<file path="config.mk">
export PLATFORM = sky130hd
export DESIGN_NAME = vx_fpu_dispatch_rr
export DESIGN_NICKNAME = d
export VERILOG_FILES = /design/src/rtl/vx_fpu_dispatch_rr.sv
export SDC_FILE = /design/constraint.sdc
export NUM_CORES = 1
export LEC_CHECK = 0
export CORE_AREA = 10 10 178 180
export DETAILED_ROUTE_END_ITERATION = 7
export DIE_AREA = 0 0 188 190
export GPL_ROUTABILITY_DRIVEN = 0
export PLACE_DENSITY = 0.6
export SLEW_MARGIN = 25
export SYNTH_ARGS = -nofsm -noshare
export SYNTH_HDL_FRONTEND = slang
export SYNTH_SLANG_ARGS = --single-unit
export TNS_END_PERCENT = 50
</file>
<file path="constraint.sdc">
create_clock -name clk -period 13.8 [get_ports clk]
set_clock_uncertainty 0.05 [all_clocks]
set_input_delay 2.76 -clock clk [delete_from_list [all_inputs] [get_ports clk]]
set_output_delay 2.76 -clock clk [all_outputs]
set_load 0.01 [all_outputs]
</file>
<file path="src/rtl/vx_fpu_dispatch_rr.sv">
// vx_fpu_dispatch_rr: credit-limited request fan-out to N units with round-robin response collection
module vx_fpu_dispatch_rr #(
  parameter int NUM_UNITS   = 5,
  parameter int REQW        = 96,
  parameter int RSPW        = 37,
  parameter int TAGW        = 4,
  parameter int MAX_PENDING = 4,
  parameter int SELW        = NUM_UNITS > 1 ? $clog2(NUM_UNITS) : 1,
  parameter int CNTW        = $clog2(MAX_PENDING + 1)
) (
  input  logic                      clk,
  input  logic                      reset,
  input  logic                      valid_in,
  output logic                      ready_in,
  input  logic [SELW-1:0]           sel_in,
  input  logic [TAGW-1:0]           tag_in,
  input  logic [REQW-1:0]           req_data_in,
  output logic [NUM_UNITS-1:0]      unit_req_valid,
  input  logic [NUM_UNITS-1:0]      unit_req_ready,
  output logic [REQW-1:0]           unit_req_data,
  output logic [TAGW-1:0]           unit_req_tag,
  input  logic [NUM_UNITS-1:0]      unit_rsp_valid,
  output logic [NUM_UNITS-1:0]      unit_rsp_ready,
  input  logic [NUM_UNITS*RSPW-1:0] unit_rsp_data,
  input  logic [NUM_UNITS*TAGW-1:0] unit_rsp_tag,
  output logic                      valid_out,
  input  logic                      ready_out,
  output logic [RSPW-1:0]           data_out,
  output logic [TAGW-1:0]           tag_out,
  output logic [SELW-1:0]           unit_out,
  output logic                      sel_err,
  output logic                      idle
);
  logic [CNTW-1:0] cnt [NUM_UNITS];
  logic [NUM_UNITS-1:0] cnt_ok, busy, req_fire, dec;
  logic [SELW-1:0] rr, grant;
  logic sel_ok, has_rsp, load_en, pop;
  int idx;

  assign sel_ok = 32'(sel_in) < NUM_UNITS;
  assign ready_in = sel_ok ? (unit_req_ready[sel_in] && cnt_ok[sel_in]) : 1'b1;
  assign unit_req_data = req_data_in;
  assign unit_req_tag = tag_in;
  assign req_fire = unit_req_valid & unit_req_ready;
  assign load_en = !valid_out || ready_out;
  assign pop = has_rsp && load_en;
  assign unit_rsp_ready = pop ? (NUM_UNITS'(1) << grant) : '0;
  assign idle = ~|busy && !valid_out;

  for (genvar s = 0; s < NUM_UNITS; s++) begin : g_unit
    assign cnt_ok[s] = cnt[s] != CNTW'(MAX_PENDING);
    assign busy[s] = |cnt[s];
    assign unit_req_valid[s] = valid_in && sel_in == SELW'(s) && cnt_ok[s];
    assign dec[s] = unit_rsp_ready[s] && busy[s];
    always_ff @(posedge clk) begin
      if (reset) cnt[s] <= '0;
      else if (req_fire[s] != dec[s]) cnt[s] <= req_fire[s] ? cnt[s] + CNTW'(1) : cnt[s] - CNTW'(1);
    end
    // a response popped from a unit with no outstanding request is a protocol error
    always_ff @(posedge clk) begin
      if (!reset && unit_rsp_ready[s]) assert (busy[s]);
    end
  end

  // scan from the highest offset down so the unit nearest rr wins
  always_comb begin
    grant = rr;
    has_rsp = 1'b0;
    idx = 0;
    for (int k = NUM_UNITS - 1; k >= 0; k--) begin
      idx = (int'(rr) + k) % NUM_UNITS;
      if (unit_rsp_valid[idx]) begin
        grant = SELW'(idx);
        has_rsp = 1'b1;
      end
    end
  end

  always_ff @(posedge clk) begin
    if (reset) begin
      valid_out <= 1'b0;
      data_out <= '0;
      tag_out <= '0;
      unit_out <= '0;
      rr <= '0;
      sel_err <= 1'b0;
    end else begin
      sel_err <= valid_in && !sel_ok;
      if (pop) begin
        valid_out <= 1'b1;
        data_out <= unit_rsp_data[int'(grant)*RSPW +: RSPW];
        tag_out <= unit_rsp_tag[int'(grant)*TAGW +: TAGW];
        unit_out <= grant;
        rr <= grant == SELW'(NUM_UNITS - 1) ? '0 : grant + SELW'(1);
      end else if (ready_out) valid_out <= 1'b0;
    end
  end
endmodule

</file>
==> results of run 1 <==
[area by class of cell]
class / count / area, sq um / area share [%]
Multi-Input combinational cell: 548 / 4160 / 44.6
Timing Repair Buffer: 287 / 2850 / 30.5
Sequential cell: 64 / 1430 / 15.3
Tap cell: 384 / 480 / 5.15
Clock buffer: 10 / 250 / 2.68
Clock inverter: 6 / 88.8 / 0.953
Inverter: 19 / 71.3 / 0.765
[cells by family after synthesis]
group                      count (synthesis)  synth area share (%)
AOI/OAI and AO/OA                        223                  24.5
and+or+nand+nor                          180                  14.7
buffers and inverters                    170                  15.6
muxes                                    102                  15.7
DFF                                       64                  21.7
adders and majority gates                 25                  5.32
xor gates and xnor gates                  18                  2.39
[registers in the layout, summed over array words and instances, names as in the netlist]
register	count
tag_out	4
data_out	37
cnt	15
sel_err	1
unit_out	3
valid_out	1
rr	3
[through the flow]
step	hold WS [ps]	cells
CTS	410	1318
floorplan	431	782
finish	410	1318
global route	449	1318
global placement	396	1302
detailed placement	400	1302
[power groups by stage]
stage,clock network (mW),logic [mW],registers [mW]
final,0.265,1.54,0.331
after global routing,0.278,1.69,0.341
after CTS,0.271,1.55,0.331
after detailed placement,0,1.54,0.333
after global placement,0,1.53,0.331
after floorplan,0,1.11,0.341
[worst max-delay path by stage]
stage	from	end	cells after the start
after detailed placement	unit_rsp_valid[2]	unit_rsp_ready[3]	12
after global placement	unit_rsp_valid[2]	unit_rsp_ready[2]	12
after CTS	rr[0]	unit_rsp_ready[2]	20
after floorplan	unit_rsp_valid[2]	unit_rsp_ready[0]	10
after global routing	rr[0]	unit_rsp_ready[2]	20
final	rr[0]	unit_rsp_ready[2]	20
[metal layers]
| layer | GRT usage (%) | up-vias | part of all wire [%] |
|---|---|---|---|
| li1 | - | 3106 | - |
| met1 | 16.4 | 2994 | 42 |
| met2 | 22.9 | 244 | 49 |
| met3 | 5.14 | 26 | 8.2 |
| met4 | 3.17 | 0 | 1.2 |
| met5 | 0 | - | 0 |
[Yosys cell counts (all sizes together) (17+ instances only)]
cell type	instances
a21oi	25
o22a	29
clkbuf	35
ha	20
nand2b	17
o21ai	45
mux2i	98
nand2	42
inv	17
buf	116
nor2	34
dfxtp	49
nor3	21
a22oi	29
[critical path, cell delays in order (launching register included)]
cell	delay [ps]
dfxtp_1	300
buf_4	370
clkinv_1	460
ha_1	440
inv_1	120
ha_1	360
nor2_1	140
nor3_1	50
nor2_1	210
ha_1	250
nand2b_1	160
a32o_1	240
a222oi_1	660
nor4b_1	360
a211oi_2	160
nor4_1	520
o211ai_1	160
a41oi_1	770
nand2_1	230
nor2_1	240
clkdlybuf4s50_1	580
==> flow_metrics.py, run 1 <==
metrics = {
    "hold_path": {
        "hold_depth": 2,
        "hold_path_class": "flip-flop to flip-flop",
        "hold_end": "unit_out[0]",
        "hp-start": "unit_out[0]",
    },
    "layout": {
        "layout_common_cells": "clkdlybuf4s50_1 (278), mux2i_1 (98), dfxtp_1 (49)",
        "utilization_pct": 33.0,
        "postLayoutCellArea_sq_um": 9330,
        "drive_above_1_share_pct": 5.35,
        "fill_cells": 2982,
        "final_common_cell": "clkdlybuf4s50_1",
        "area_growth_syn_to_layout_pct": 41.5,
        "final_nets": 1276,
        "diodes": 0,
    },
    "grt": {
        "grt_use_total_pct": 13.7,
        "grt_pass1_vias": 6548,
        "overflow": 0,
        "grt_pass1_wl_microns": 38800,
        "grt_max_degree": 62,
        "antenna_found_initial": 0,
    },
    "die": {
        "core_sq_um": 28200,
        "die-height_microns": 190,
        "rows": 62,
        "ioPinCount": 480,
        "initial_core_util_pct": 23.3,
        "die_w_microns": 188,
        "design.die.area_sq_um": 35700,
    },
    "synth": {
        "synthArstFlopShare_pct": 0,
        "synth_fp_nets": 1129,
        "syn_area_sq_um": 6590,
        "ys_types": 77,
        "synth_top_area_share_pct": 14.9,
        "synthCells": 782,
        "ys_seq_elements": 64,
        "ys_seq_area_share_pct": 21.7,
        "netlist_top_cells_area": "dfxtp_1 (15%), mux2i_1 (15%), buf_4 (11%)",
        "syn_area_per_cell_sq_um": 8.43,
        "synth_area_leader_cell": "dfxtp_1",
        "yosys_warnings": 0,
        "synth_edf_count": 15,
        "synthFlopType": "dfxtp_1",
    },
    "worst_setup_path": {
        "cp_data_required_time_ps": 10990,
        "rr_endpoint": "data_out[14]",
        "reg2regPathDepth": 22,
        "cp_max_fo": 38,
        "r2r_start": "rr[0]",
        "start_kind": "flip-flop",
        "worstPathArrival_ps": 7150,
        "critPathKind": "flip-flop to output port",
        "critPathCaptureType": "output port",
        "reg2reg_slack_ps": 6520,
    },
    "power_and_ir_drop": {
        "p_int_mw": 1.16,
        "power.share.clock_pct": 12.4,
        "pwr-share-seq_pct": 15.5,
        "leakage_nw": 3.53,
        "power_switching_mw": 0.977,
        "power_mw": 2.14,
        "switching_share_pct": 45.7,
        "ir_drop_mv": 0.108,
        "p_per_area_nw_per_um2": 229,
        "comb_power_share_pct": 72.2,
    },
    "sta": {
        "relSlewSlack_pct": 37.5,
        "setup_viol": 0,
        "worst_slack_ps": 3840,
        "fmax_mhz": 100,
        "tightestPinTransition_ps": 930,
        "rsz0062_at_grt": "false",
        "finalCritPeriodShare_pct": 72.2,
        "final-hold-violation-count": 0,
        "fin_setup_tns_ps": 0,
        "fin_crit_ps": 9960,
        "slew_violations": 0,
    },
    "cts": {
        "clk_transition_reported_paths_ps": 60,
        "cts_buffers": 9,
        "postCtsHoldBufs": 0,
        "cts_root_buffer": "clkbuf_16",
        "clock_latency_ps": 340,
        "cts_setup_buffers": 0,
        "post_cts_resized": 0,
        "clk_path_buf_depth": 2,
        "clock_tree.htree_level_count": 3,
        "clock-sinks": 64,
        "cts_tree": "done",
    },
    "drt": {
        "drt_iter0_drc": 423,
        "drc": 0,
        "wl_per_cell_microns": 19.8,
        "ant_nets": 0,
        "vias_per_cell": 4.83,
        "first_pass_iters": 4,
        "routed_wl_microns": 26100,
        "vias": 6370,
    },
    "placed_design": {
        "place_area_sq_um": 8980,
        "pre_cts_ws_ps": 4030,
        "hpwl_microns": 21100,
        "io_buffers": 279,
    },
    "job": {
        "maxCapViolCount": 0,
    },
    "outcome": {
        "status": "completed",
    },
}
No activity file was read; power rests on OpenSTA's default activity.
==> inputs of run 2 (changes only) <==
==> constraint.sdc (replaced) <==
create_clock -name clk -period 9.4 [get_ports clk]
set_clock_uncertainty 0.05 [all_clocks]
set_input_delay 1.88 -clock clk [delete_from_list [all_inputs] [get_ports clk]]
set_output_delay 1.88 -clock clk [all_outputs]
set_load 0.01 [all_outputs]
==> run 2 against run 1 <==
Against the previous run:
- power increased by 46%
- via count grew 0.25%
- non-clock buffer count increased by 2
- design area down 0.34%
- combinational power is 49% higher
- utilization down 0.11 points
- wire length fell by 0.46%
- global-route usage shrank 0.24 points
- register-to-register slack lost 3800 ps
- flip-flop and latch count unchanged
- die area stayed put
- setup slack got worse by 3000 ps
- critical endpoint is now unit_rsp_ready[4]
==> flow_metrics.py, run 2 (same netlist as run 1, synthesis figures left out) <==
metrics = {
    "outcome": {
        "status": "completed",
    },
    "sta": {
        "whs_ps": 414,
        "slew_violations": 0,
        "finalCritPeriodShare_pct": 90.6,
        "fmax_mhz": 117,
        "relSlewSlack_pct": 39.7,
        "fin_setup_tns_ps": 0,
        "setup_viol": 0,
        "final-hold-violation-count": 0,
        "tightestPinTransition_ps": 897,
        "fin_crit_ps": 8520,
        "rsz0062_at_grt": "false",
    },
    "die": {
        "die-height_microns": 190,
        "rows": 62,
        "core_sq_um": 28200,
        "die_w_microns": 188,
        "design.die.area_sq_um": 35700,
        "ioPinCount": 480,
        "initial_core_util_pct": 23.3,
    },
    "worst_setup_path": {
        "critPathKind": "flip-flop to output port",
        "start_kind": "flip-flop",
        "cp_top_family": "simple AND/OR/NAND/NOR gates",
        "cpMaxStageDelayCell": "nor4_1",
        "worstPathArrival_ps": 6590,
        "critPathCaptureType": "output port",
        "cp_data_required_time_ps": 7470,
        "critical_path_buf_inv_count": 5,
        "slowest_delay_ps": 610,
        "path_common_cell": "ha_1",
        "path_cells": "clkinv_1 > ha_1 > inv_1 > ha_1 > nor2_1 > nor3_1 > nor2_1 > ha_1 > nand2b_1 > a32o_1 > a222oi_1 > nor4b_1 > a211oi_2 > nor4_1 > nand3_1 > nand2_1 > buf_4 > nor2_2 > buf_4 > clkdlybuf4s50_1",
        "cp_max_fo": 38,
    },
    "cts": {
        "clock_latency_ps": 330,
        "post_cts_resized": 0,
        "postCtsHoldBufs": 0,
        "clock_tree.htree_level_count": 3,
        "clk_transition_reported_paths_ps": 60,
        "clk_path_buf_depth": 2,
        "cts_root_buffer": "clkbuf_16",
        "cts_buffers": 9,
        "clock-sinks": 64,
        "cts_tree": "done",
        "cts_setup_buffers": 0,
    },
    "grt": {
        "antenna_found_initial": 0,
        "grt_pass1_wl_microns": 38100,
        "overflow": 0,
        "grt_max_degree": 62,
        "grt_use_total_pct": 13.5,
        "grt_pass1_vias": 6500,
    },
    "layout": {
        "area_growth_syn_to_layout_pct": 41.0,
        "layout_common_cells": "clkdlybuf4s50_1 (278), mux2i_1 (98), dfxtp_1 (49)",
        "reg_top3": "data_out: 37 flops, cnt: 15 flops, tag_out: 4 flops",
        "final_common_cell": "clkdlybuf4s50_1",
        "drive_above_1_share_pct": 5.56,
        "top_register": "data_out",
        "diodes": 0,
        "final_nets": 1278,
        "largest_reg_flops": 37,
    },
    "power_and_ir_drop": {
        "p_per_area_nw_per_um2": 335,
        "ir_drop_mv": 0.184,
        "leakage_nw": 3.51,
    },
    "placed_design": {
        "hpwl_microns": 21200,
        "io_buffers": 279,
    },
    "drt": {
        "first_pass_iters": 5,
        "vias": 6386,
        "drc": 0,
        "ant_nets": 0,
        "routed_wl_microns": 26000,
        "wl_per_cell_microns": 19.7,
        "vias_per_cell": 4.84,
        "drt_iter0_drc": 285,
    },
    "job": {
        "maxCapViolCount": 0,
    },
    "hold_path": {
        "hold_path_class": "flip-flop to flip-flop",
    },
}
==> run 2: cell count changes in the layout (fill, tap and decap cells not counted), sizes merged <==
cell	change
inv	+2
clkinv	-1
buf	+2
bufinv	-1
==> run 2: cell type report <==
type / count / area (sq um)
clock buffers: 10 / 229
clock inverters: 6 / 67.6
fillers: 2923 / 18900
inverters: 19 / 71.3
multi-input cells: 548 / 4150
flip-flops and latches: 64 / 1430
well taps: 384 / 480
repair buffers: 289 / 2860
==> run 2: metal layers <==
layer / global-route usage (%) / wire length [microns] / vias up
met4: 4.22 / 474 / 0
li1: - / - / 3114
met3: 4.71 / 1910 / 37
met2: 22.5 / 12600 / 243
met1: 15.9 / 11000 / 2992
met5: 0 / 0 / -
==> run 2: through the flow <==
stage | std cells | area (sq um) | utilization (%) | setup slack (ps) | power [mW]
after CTS | 1320 | 9300 | 32.9 | 981 | 3.13
final | 1320 | 9300 | 32.9 | 884 | 3.11
after global routing | 1320 | 9300 | 32.9 | 321 | 3.36
after detailed placement | 1304 | 9000 | 31.9 | 1380 | 2.77
after global placement | 1304 | 8990 | 31.8 | 1560 | 2.75
after floorplan | 782 | 6590 | - | 2710 | 2.13
==> run 2: power breakdown <==
group          total, mW  switching [mW]  internal (mW)
registers          0.484          0.0799          0.404
logic               2.29            1.22           1.07
clock network      0.344           0.137          0.207
==> run 2: worst paths after layout <==
kind / startpoint / end / slack (ps) / cells past startpoint
max reg2reg: rr[1] / data_out[36] / 2690 / 21
min reg2reg: unit_out[0] / unit_out[0] / 410 / 2
max: rr[1] / unit_rsp_ready[4] / 880 / 20
min: unit_out[0] / unit_out[0] / 410 / 2
==> run 2: worst register-to-register path, delay by kind of cell (launching register included) <==
family	cells	cell delay, ps
AOI/OAI and AO/OA	5	1520
adders and majority gates	3	1020
buffers and inverters	4	1380
DFF	1	570
and+or+nand+nor	9	2060
==> inputs of run 3 (changes only) <==
--- a/config.mk
+++ b/config.mk
@@ -5,7 +5,9 @@
 export SDC_FILE = /design/constraint.sdc
 export NUM_CORES = 1
 export LEC_CHECK = 0
+export CAP_MARGIN = 5
 export CORE_AREA = 10 10 178 180
+export CTS_CLUSTER_DIAMETER = 60
 export DETAILED_ROUTE_END_ITERATION = 7
 export DIE_AREA = 0 0 188 190
 export GPL_ROUTABILITY_DRIVEN = 0
==> results of run 3 <==
No change in the layout: final DEF, timing and power equal those of run 2.
